`config.mk`:
```
export PLATFORM = sky130hd
export DESIGN_NAME = spi_reg_frame_parser
export DESIGN_NICKNAME = d
export VERILOG_FILES = /design/src/rtl/spi_reg_frame_parser.sv
export SDC_FILE = /design/constraint.sdc
export NUM_CORES = 1
export LEC_CHECK = 0
export BUFFER_PORTS_ARGS = -buffer_cell sky130_fd_sc_hd__buf_2
export CORE_MARGIN = 4
export CORE_UTILIZATION = 50
export CTS_CLUSTER_DIAMETER = 120
export CTS_CLUSTER_SIZE = 10
export DETAILED_ROUTE_END_ITERATION = 12
export PLACE_DENSITY_LB_ADDON = 0.08
export REMOVE_ABC_BUFFERS = 1
export SLEW_MARGIN = 20
export SYNTH_ARGS = -nofsm -noshare
export SYNTH_HDL_FRONTEND = slang
export SYNTH_SLANG_ARGS = --single-unit
```
`constraint.sdc`:
```
create_clock -name clk -period 6.01 [get_ports clk]
set_input_delay 0.601 -clock clk [delete_from_list [all_inputs] [get_ports clk]]
set_output_delay 0.601 -clock clk [all_outputs]
set_load 0.02 [all_outputs]
```
`src/rtl/spi_reg_frame_parser.sv`:
```
// SPI register frame parser: turns each cs_n frame from the SPI slave driver into a
// command byte followed by a burst write or burst read over a small register bank.
module spi_reg_frame_parser #(
  parameter int          NUM_REGS  = 16,
  parameter logic [7:0]  HEADER    = 8'hA5,
  parameter logic [7:0]  RESET_VAL = 8'h00
) (
  input  logic                  clk,
  input  logic                  rst,
  input  logic                  cs_n,
  input  logic [7:0]            rec_data,
  input  logic                  rec_valid,
  output logic [7:0]            response_data,
  output logic [8*NUM_REGS-1:0] reg_q,
  output logic                  wr_stb,
  output logic [6:0]            wr_addr,
  output logic [7:0]            wr_data
);

  localparam int         AW         = (NUM_REGS > 1) ? $clog2(NUM_REGS) : 1;
  localparam logic [7:0] NUM_REGS_B = 8'(NUM_REGS);

  typedef enum logic [1:0] {IDLE, CMD, WRITE, READ} state_t;

  state_t                      state_reg;
  logic [6:0]                  addr_reg;
  logic                        cs_meta_reg;
  logic                        cs_s_reg;
  logic [1:0]                  fill_reg;
  logic                        armed_reg;
  logic [NUM_REGS-1:0][7:0]    bank;
  logic [6:0]                  addr_inc;
  logic                        bank_we;
  logic [7:0]                  rd_cmd_data;
  logic [7:0]                  rd_next_data;
  logic [7:0]                  wr_echo_data;

  function automatic logic in_range(input logic [6:0] a);
    return {1'b0, a} < NUM_REGS_B;
  endfunction

  // armed_reg stays low after reset until cs_s has genuinely sampled a high pad
  // level, so a frame cut by reset is ignored until the next cs_n falling edge.
  always_ff @(posedge clk) begin
    if (!rst) begin
      cs_meta_reg <= 1'b1;
      cs_s_reg    <= 1'b1;
      fill_reg    <= 2'b00;
      armed_reg   <= 1'b0;
    end else begin
      cs_meta_reg <= cs_n;
      cs_s_reg    <= cs_meta_reg;
      fill_reg    <= {fill_reg[0], 1'b1};
      if (fill_reg[1] && cs_s_reg)
        armed_reg <= 1'b1;
    end
  end

  assign addr_inc = addr_reg + 7'd1;
  assign bank_we  = (state_reg == WRITE) && !cs_s_reg && rec_valid;

  genvar gi;
  generate
    for (gi = 0; gi < NUM_REGS; gi++) begin : g_reg
      logic [7:0] q_reg;
      always_ff @(posedge clk) begin
        if (!rst)
          q_reg <= RESET_VAL;
        else if (bank_we && addr_reg == 7'(gi))
          q_reg <= rec_data;
      end
      assign bank[gi] = q_reg;
    end
  endgenerate

  assign reg_q = bank;

  always_comb begin
    rd_cmd_data  = 8'h00;
    rd_next_data = 8'h00;
    wr_echo_data = 8'h00;
    if (in_range(rec_data[6:0]))
      rd_cmd_data = bank[rec_data[AW-1:0]];
    if (in_range(addr_inc))
      rd_next_data = bank[addr_inc[AW-1:0]];
    // In WRITE the master sees the post-write contents of the addressed register.
    if (in_range(addr_reg))
      wr_echo_data = rec_data;
  end

  always_ff @(posedge clk) begin
    if (!rst) begin
      state_reg     <= IDLE;
      addr_reg      <= 7'd0;
      response_data <= HEADER;
      wr_stb        <= 1'b0;
      wr_addr       <= 7'd0;
      wr_data       <= 8'h00;
    end else begin
      wr_stb <= 1'b0;
      if (cs_s_reg) begin
        state_reg     <= IDLE;
        response_data <= HEADER;
      end else begin
        case (state_reg)
          IDLE: begin
            response_data <= HEADER;
            if (armed_reg)
              state_reg <= CMD;
          end
          CMD: begin
            if (rec_valid) begin
              addr_reg      <= rec_data[6:0];
              response_data <= rd_cmd_data;
              state_reg     <= rec_data[7] ? READ : WRITE;
            end
          end
          WRITE: begin
            if (rec_valid) begin
              addr_reg      <= addr_inc;
              response_data <= wr_echo_data;
              if (in_range(addr_reg)) begin
                wr_stb  <= 1'b1;
                wr_addr <= addr_reg;
                wr_data <= rec_data;
              end
            end
          end
          READ: begin
            if (rec_valid) begin
              addr_reg      <= addr_inc;
              response_data <= rd_next_data;
            end
          end
          default: state_reg <= IDLE;
        endcase
      end
    end
  end

endmodule
```
==> flow_summary.json, run 1 <==
{
  "postCtsSetupRepairBufs": 0,
  "synth.largest_area_cell": "dfxtp_1",
  "sequential_cell_area_mm2": 0.003324,
  "synth_most_common_cell": "dfxtp_1",
  "setup_repair_after_global_routing_missed_its_margin": "false",
  "crit_required_ns": 6.37,
  "irDropWorstVdd_mv": 0.1691,
  "pwr-share-comb_pct": 4.0,
  "vert_die_dim_um": 142.2,
  "detail_route.vias_per_cell": 5.852,
  "syn_to_final_growth_pct": 13.90,
  "worst_path_largest_cell_delay_ns": 0.97,
  "fmax_mhz": 296.6,
  "placedCellCount": 1193,
  "timing.setup.critical_path_class": "reg -> reg",
  "post_synth_inst_count": 885,
  "totalNegativeSetupSlack_ns": 0,
  "synth_top_area_share_pct": 36.88,
  "synth_cell_types": 58,
  "globalRouteOverflowTotal": 0,
  "critPathArrivalTime_ns": 3.73,
  "ctsResizeCount": 0,
  "final_layout_size_suffix_gt1_share_pct": 25.43,
  "slew_violations": 0,
  "intPower_mw": 1.714,
  "syn_area_per_cell_um2": 10.18,
  "post_synth_edffs": 0,
  "min_period_over_period_pct": 56.11,
  "layout_skew_ns": 0.009977,
  "outcome": "finished clean",
  "stdcell_count": 1224,
  "final_hold_viol_count": 0,
  "synth-seq-area-share_pct": 36.88,
  "final_core_utilization_pct": 58.73,
  "numCtsBuffers": 17,
  "largest_net_degree_at_the_start_of_global_routing": 106,
  "synthTopCellsByArea": "dfxtp_1 37%, mux2i_1 18%, nor2b_1 9.4%, mux4_2 9.0%, nand2_1 3.5%",
  "cts_root_buf": "clkbuf_16",
  "worstSetupStartpointType": "flop",
  "grt_pass1_vias": 6921,
  "worst_slew_pin_slew_ns": 0.9791,
  "drv_cap": 0,
  "yosys_most_used_dff": "dfxtp_1",
  "drc_errors": 0,
  "track_usage_pct": 27.68,
  "num-nets-final": 1003,
  "number_of_filler_instances_in_the_final_layout": 1588,
  "coreArea_mm2": 0.01748,
  "multi_input_comb_area_mm2": 0.005223,
  "synth_area_mm2": 0.009011,
  "cts.path.max_buffers": 2,
  "netSwitchingPower_mw": 0.5199,
  "die-width_um": 142.2,
  "most_instantiated_cells_after_synthesis": "166 x dfxtp_1, 163 x mux2i_1, 136 x nor2b_1",
  "vias": 7163,
  "initial_utilization_pct": 51.56,
  "slowest_stage_cell_crit_path": "dfxtp_2",
  "ports": 164,
  "final_period_minus_worst_setup_slack_ns": 3.372,
  "yosysWarnings": 0,
  "clock-sinks": 166,
  "drtAntennaViolNets": 0,
  "number_of_antenna_violations_at_the_first_check_in_global_routing": 0,
  "grt_first_pass_wirelength_um": 42720,
  "setup-violations-final": 0,
  "io_buffers": 163,
  "clk_latency_ns": 0.43,
  "diodes": 0,
  "cts_hold_buf": 0,
  "switching_share_pct": 23.27,
  "cp-end-kind": "flop",
  "htree_num_levels": 4,
  "total_leakage_power_nw": 4.036,
  "powerDensity_mw_per_mm2": 217.7,
  "tritoncts": "yes",
  "power.share.clock_pct": 46.6,
  "worst_path_dominant_cell_family": "flip-flops",
  "detail_route.iter0.violations": 673,
  "critical_path.n_buffers_inverters": 1,
  "first_pass_iters": 5,
  "crit_path_max_fanout": 40,
  "die_area_mm2": 0.02023,
  "hpwlAfterDp_um": 18450,
  "routed_length_per_instance_um": 22.77,
  "worstHoldPathType": "in -> reg",
  "place.gp.congestion": 0.9280,
  "critical_path.cell_chain": "ha_1 -> xnor2_4 -> buf_4 -> mux2_2 -> nor4_1 -> a21oi_1 -> a31oi_1",
  "sequentialPowerShare_pct": 49.4,
  "slew_headroom_pct": 34.73,
  "ys_async_sr_fraction_pct": 0,
  "number_of_rows_in_the_core_area": 48,
  "largest_register_ff_count": 128,
  "clkTransAtPathRegs_ns": 0.06,
  "synth-seq-cells": 166,
  "drt_wl_total_um": 27870
}
==> worst paths after layout <==
path / start / endpoint / slack, ns / cells past startpoint
setup reg to reg: addr_reg[0] / response_data[7] / 2.64 / 7
setup / recovery: addr_reg[0] / response_data[7] / 2.64 / 7
hold / removal: cs_n / cs_meta_reg / 0.36 / 2
hold reg to reg: cs_meta_reg / cs_s_reg / 0.42 / 1
==> kinds of logic (layout without fill, tap and decap cells) <==
kind of cell | Yosys count | after routing | synth area share, %
xor+xnor | 4 | 4 | 0.4722
flops | 166 | 166 | 36.88
fa+ha+maj | 4 | 4 | 0.5554
mux | 214 | 214 | 30.64
simple gates | 324 | 324 | 19.76
compound gates | 81 | 81 | 6.373
buf+inv | 92 | 206 | 5.318
==> worst register-to-register path, cell delays in order, from the launching register on <==
cell,delay (ns)
dfxtp_2,0.97
ha_1,0.65
xnor2_4,0.16
buf_4,0.48
mux2_2,0.42
nor4_1,0.33
a21oi_1,0.12
a31oi_1,0.17
==> per-stage QoR <==
step	area, um2	total power, mW	worst slack, ns	hold slack, ns
finish	10260	2.234	2.638	0.3555
detailed placement	9716	1.217	2.392	0.4120
global placement	9716	1.217	2.570	0.4032
global route	10260	2.302	2.412	0.3663
floorplan	8551	1.160	2.520	0.3863
CTS	10260	2.250	2.393	0.3457
==> routing by layer <==
metal	GRT usage [%]	vias to the layer above	routed length, um
met5	0	-	0
met4	7.727	0	505
met3	4.940	33	1917
met2	43.28	283	12930
met1	39.60	3513	12520
li1	-	3334	-
==> cells in the final DEF (no fill, tap or decap), types with 17 or more instances in the layout <==
master and n:
dfxtp_1 165, mux2i_1 163, buf_2 162, nor2b_1 136, nand2_1 85, mux4_2 36
nand3_1 25, and3_1 18, nor2_1 17, clkbuf_16 17
==> power by group through the flow <==
stage               clock network, mW  logic [mW]  registers [mW]
finish                           1.04      0.0896            1.10
floorplan                           0      0.0323            1.13
global placement                    0      0.0891            1.13
global route                     1.10      0.0957            1.10
CTS                              1.06      0.0894            1.10
detailed placement                  0      0.0892            1.13
==> cell type report <==
type | instances | area share [%]
Multi-Input combinational cell | 627 | 50.88
Sequential cell | 166 | 32.39
Clock inverter | 12 | 0.9996
Clock buffer | 19 | 4.315
Tap cell | 225 | 2.743
Inverter | 5 | 0.1829
Timing Repair Buffer | 170 | 8.485
(Power assumes the default switching activity.)
==> run 2, diff against run 1 <==
- clock period: 6.01 -> 3.3 ns (I/O delays scaled with it)
==> run 2 against run 1 <==
Final area is 2.8% higher. Register-to-register slack worse by 2.1 ns. Maximum frequency is 24% higher. Highest routed layer unchanged.
==> flow_summary.json, run 2 (synthesized netlist as in run 1, its figures left out) <==
{
  "outcome": "finished clean",
  "vias": 7348,
  "drv_cap": 0,
  "clkTransAtPathRegs_ns": 0.06,
  "syn_to_final_growth_pct": 17.11,
  "numCtsBuffers": 17,
  "num-nets-final": 1029,
  "irDropWorstVdd_mv": 0.5135,
  "ctsResizeCount": 0,
  "ports": 164,
  "leading_cell_types_in_the_layout_fill_and_taps_excluded": "165 x dfxtp_1, 163 x mux2i_1, 162 x buf_2",
  "postLayoutSetupSlackWorst_ns": 0.5778,
  "detail_route.iter0.violations": 638,
  "powerDensity_mw_per_mm2": 412.6,
  "tritoncts": "yes",
  "final_layout_size_suffix_gt1_share_pct": 27.19,
  "slowest_stage_cell_crit_path": "xnor2_4",
  "coreArea_mm2": 0.01748,
  "globalRouteOverflowTotal": 0,
  "hpwlAfterDp_um": 20000,
  "place.gp.congestion": 0.9168,
  "number_of_antenna_violations_at_the_first_check_in_global_routing": 0,
  "cts.path.max_buffers": 2,
  "slew_headroom_pct": 30.97,
  "final_hold_viol_count": 0,
  "io_buffers": 163,
  "htree_num_levels": 4,
  "grt_first_pass_wirelength_um": 43860,
  "track_usage_pct": 28.61,
  "largest_register_ff_count": 128,
  "timing.setup.critical_path_class": "reg -> reg",
  "timing.rr.start": "addr_reg[1]",
  "diodes": 0,
  "total_leakage_power_nw": 4.199,
  "cts_root_buf": "clkbuf_16",
  "drtAntennaViolNets": 0,
  "slew_violations": 0,
  "clock-sinks": 166,
  "die_area_mm2": 0.02023,
  "cts_hold_buf": 0,
  "mostFrequentLayoutCell": "dfxtp_1",
  "hp-start": "cs_n",
  "cp-end-kind": "flop",
  "setup_repair_after_global_routing_missed_its_margin": "false",
  "postCtsSetupRepairBufs": 0,
  "totalNegativeSetupSlack_ns": 0,
  "grt_pass1_vias": 6986,
  "final_period_minus_worst_setup_slack_ns": 2.722,
  "layout_skew_ns": 0.01428,
  "fmax_mhz": 367.4,
  "critical_path.cell_chain": "ha_1 -> xnor2_4 -> buf_4 -> mux2i_1 -> a22oi_1 -> a41oi_1 -> a21oi_1",
  "first_pass_iters": 5,
  "initial_utilization_pct": 51.56,
  "min_period_over_period_pct": 82.49,
  "number_of_rows_in_the_core_area": 48,
  "worst-r2r-setup-slack_ns": 0.58,
  "worst_path_largest_cell_delay_ns": 0.71,
  "crit_path_max_fanout": 21,
  "vert_die_dim_um": 142.2,
  "largest_net_degree_at_the_start_of_global_routing": 64,
  "drc_errors": 0,
  "routed_length_per_instance_um": 23.15,
  "worst_slew_pin_slew_ns": 1.029,
  "crit_required_ns": 3.61,
  "worstSetupStartpointType": "flop",
  "detail_route.vias_per_cell": 5.874,
  "critPathArrivalTime_ns": 3.03,
  "detailedPlace.worstSlack_ns": 0.6612,
  "setup-violations-final": 0,
  "drt_wl_total_um": 28960,
  "clk_latency_ns": 0.43,
  "die-width_um": 142.2,
  "worstHoldPathType": "in -> reg",
  "setup.worst_path.start": "addr_reg[1]"
}
## run 2: cell types whose count changed in the layout (fill, tap and decap cells not counted), sizes merged
cell	before	now
buf	170	196
clkinv	7	0
bufinv	1	4
clkbuf	19	22
clkinvlp	1	4
inv	8	7
## run 2: per-stage QoR
stage | hold WS (ns) | util (%) | area (um2) | total power [mW] | cells
3_3_place_gp | 0.4105 | 56.71 | 9911 | 2.231 | 1219
2_1_floorplan | 0.3577 | - | 8551 | 2.112 | 798
3_5_place_dp | 0.4221 | 56.71 | 9911 | 2.229 | 1219
6_report | 0.08061 | 60.38 | 10550 | 4.354 | 1251
5_1_grt | 0.09925 | 60.38 | 10550 | 4.478 | 1251
4_1_cts | 0.07710 | 60.38 | 10550 | 4.380 | 1251
## run 2: routing by layer
| metal | vias up | routed length, um | global-route usage, % |
|---|---|---|---|
| met3 | 47 | 2065 | 5.914 |
| met1 | 3597 | 12920 | 40.86 |
| li1 | 3396 | - | - |
| met2 | 308 | 13100 | 43.75 |
| met4 | 0 | 873 | 8.788 |
| met5 | - | 0 | 0 |
## run 2: layout make-up
type | instances | area, um2
Timing Repair Buffer | 196 | 1066
Clock inverter | 10 | 167.7
Fill cell | 1584 | 6924
Multi-Input combinational cell | 627 | 5220
Clock buffer | 22 | 474.2
Inverter | 5 | 18.77
Sequential cell | 166 | 3324
Tap cell | 225 | 281.5
## run 2: final timing paths
| kind | to | depth (start not counted) |
|---|---|---|
| setup / recovery | response_data[4] | 7 |
| hold / removal | cs_meta_reg | 2 |
| setup reg to reg | response_data[4] | 7 |
| hold reg to reg | cs_s_reg | 1 |
## run 2: power by group
group	internal, mW	leakage (nW)	switching (mW)
clock network	1.33	0.300	0.835
registers	2.01	1.34	0.00208
logic	0.0680	2.56	0.109
## run 2: worst max-delay path: cells and delay by family (launching register included)
kind	cells	cell delay, ns
compound gates	3	0.45
xor+xnor	1	0.71
fa+ha+maj	1	0.40
buf+inv	1	0.40
flops	1	0.39
mux	1	0.24
==> run 3, diff against run 2 <==
- clock period: 3.3 -> 2.36 ns (I/O delays scaled with it)
==> run 3 against run 2 <==
Clock power up 25%. Sequential cell count did not move. Maximum frequency is 26% higher. Core utilization increased by 1.9 points. Total power rose by 33%. Count of clock-buffer cells in the layout down 3. Critical path type unchanged. Largest cell class unchanged.
==> flow_summary.json, run 3 (synthesized netlist as in run 1, its figures left out) <==
{
  "number_of_antenna_violations_at_the_first_check_in_global_routing": 0,
  "placedCellCount": 1254,
  "num-nets-final": 1065,
  "ctsResizeCount": 0,
  "cts.path.max_buffers": 2,
  "slowest_stage_cell_crit_path": "mux2_2",
  "critPathArrivalTime_ns": 2.52,
  "final_layout_size_suffix_gt1_share_pct": 29.66,
  "hold_slack_ns": 0.2288,
  "irDropWorstVdd_mv": 0.5088,
  "vert_die_dim_um": 142.2,
  "drtAntennaViolNets": 0,
  "io_buffers": 163,
  "cts_hold_buf": 1,
  "switching_share_pct": 23.94,
  "power.share.clock_pct": 47.0,
  "timing.rr.start": "addr_reg[0]",
  "dpl_cell_area_mm2": 0.01031,
  "stdcell_count": 1287,
  "detail_route.vias_per_cell": 5.754,
  "worst_path_largest_cell_delay_ns": 0.40,
  "outcome": "finished clean",
  "globalRouteOverflowTotal": 0,
  "timing.setup.critical_path_class": "reg -> reg",
  "postCtsSetupRepairBufs": 0,
  "first_pass_iters": 5,
  "grt_pass1_vias": 7125,
  "slew_headroom_pct": 53.07,
  "coreArea_mm2": 0.01748,
  "powerDensity_mw_per_mm2": 531.4,
  "numCtsBuffers": 17,
  "diodes": 0,
  "worstHoldPathType": "in -> reg",
  "final_period_minus_worst_setup_slack_ns": 2.156,
  "pwr-share-comb_pct": 4.5,
  "mostFrequentLayoutCell": "dfxtp_1",
  "worstSetupEndpoint": "response_data[7]",
  "hpwlAfterDp_um": 21030,
  "worst-r2r-cell-count": 7,
  "worstSetupStartpointType": "flop",
  "final_hold_viol_count": 0,
  "number_of_rows_in_the_core_area": 48,
  "setup.worst_path.start": "addr_reg[0]",
  "place.gp.congestion": 0.9512,
  "drc_errors": 0,
  "die-width_um": 142.2,
  "critical_path.cell_chain": "ha_1 -> buf_4 -> xnor2_4 -> mux2_2 -> nor4_1 -> a21oi_1 -> a31oi_1",
  "clock-sinks": 166,
  "drt_wl_total_um": 29290,
  "ports": 164,
  "intPower_mw": 4.400,
  "total_leakage_power_nw": 4.386,
  "largest_net_degree_at_the_start_of_global_routing": 157,
  "detail_route.iter0.violations": 629,
  "finalPower_mw": 5.785,
  "sequentialPowerShare_pct": 48.5,
  "leading_cell_types_in_the_layout_fill_and_taps_excluded": "165 x dfxtp_1, 163 x mux2i_1, 162 x buf_2",
  "timing.rr.end": "response_data[7]",
  "syn_to_final_growth_pct": 20.80,
  "drv_cap": 0,
  "netSwitchingPower_mw": 1.385,
  "crit_path_max_fanout": 8,
  "postLayoutSetupSlackWorst_ns": 0.2037,
  "clk_latency_ns": 0.44,
  "htree_num_levels": 4,
  "cts_root_buf": "clkbuf_16",
  "initial_utilization_pct": 51.56,
  "layout.cell_area.non_filler_mm2": 0.01089,
  "slew_violations": 0,
  "min_period_over_period_pct": 91.37,
  "worst_slew_pin_slew_ns": 0.7040,
  "worst-r2r-setup-slack_ns": 0.20,
  "routed_length_per_instance_um": 22.76,
  "largest_register_ff_count": 128,
  "clkTransAtPathRegs_ns": 0.07,
  "fmax_mhz": 463.8,
  "detailedPlace.worstSlack_ns": 0.2712,
  "vias": 7405,
  "cp-end-kind": "flop",
  "grt_first_pass_wirelength_um": 44170,
  "setup-violations-final": 0,
  "crit_required_ns": 2.73,
  "track_usage_pct": 28.97,
  "die_area_mm2": 0.02023,
  "tritoncts": "yes",
  "setup_repair_after_global_routing_missed_its_margin": "false",
  "layout_skew_ns": 0.01062
}
run 3: power by group through the flow:
stage	clock network [mW]	logic, mW	registers, mW
5_1_grt	2.87	0.272	2.81
6_report	2.72	0.261	2.81
2_1_floorplan	0	0.0823	2.87
3_5_place_dp	0	0.256	2.87
3_3_place_gp	0	0.256	2.87
4_1_cts	2.75	0.258	2.81
run 3: stage by stage:
| stage | utilization [%] | TNS (ns) |
|---|---|---|
| finish | 62.29 | 0 |
| detailed placement | 59.00 | 0 |
| global route | 62.29 | 0 |
| CTS | 62.29 | 0 |
| global placement | 59.00 | 0 |
| floorplan | - | -10.79 |
run 3: cell type report:
class / count / area, um2
fillers: 1516 / 6591
multi-input cells: 627 / 5220
flip-flops and latches: 166 / 3324
repair buffers: 232 / 1476
clock buffers: 19 / 442.9
well taps: 225 / 281.5
clock inverters: 13 / 121.4
inverters: 5 / 18.77
run 3: worst min path at each step:
| stage | startpoint | to | slack (ns) | depth (start not counted) |
|---|---|---|---|---|
| 2_1_floorplan | rst | fill_reg[0] | 0.26 | 0 |
| 3_3_place_gp | cs_meta_reg | cs_s_reg | 0.41 | 1 |
| 3_5_place_dp | cs_meta_reg | cs_s_reg | 0.40 | 1 |
| 4_1_cts | rst | state_reg[0] | 0.20 | 3 |
| 5_1_grt | rst | state_reg[0] | 0.23 | 3 |
| 6_report | rst | state_reg[0] | 0.23 | 3 |
run 3: worst max-delay path: cells and delay by family, from the launching register on:
family	cells	cell delay [ns]
buf+inv	1	0.17
compound gates	2	0.29
flops	1	0.34
fa+ha+maj	1	0.20
simple gates	1	0.32
mux	1	0.40
xor+xnor	1	0.37
run 3: per-layer routing:
| layer | vias up | part of all wire [%] | track usage [%] |
|---|---|---|---|
| met5 | - | 0 | 0 |
| li1 | 3466 | - | - |
| met3 | 39 | 6.8 | 6.452 |
| met1 | 3618 | 44 | 39.63 |
| met4 | 0 | 2.5 | 9.545 |
| met2 | 282 | 47 | 45.76 |
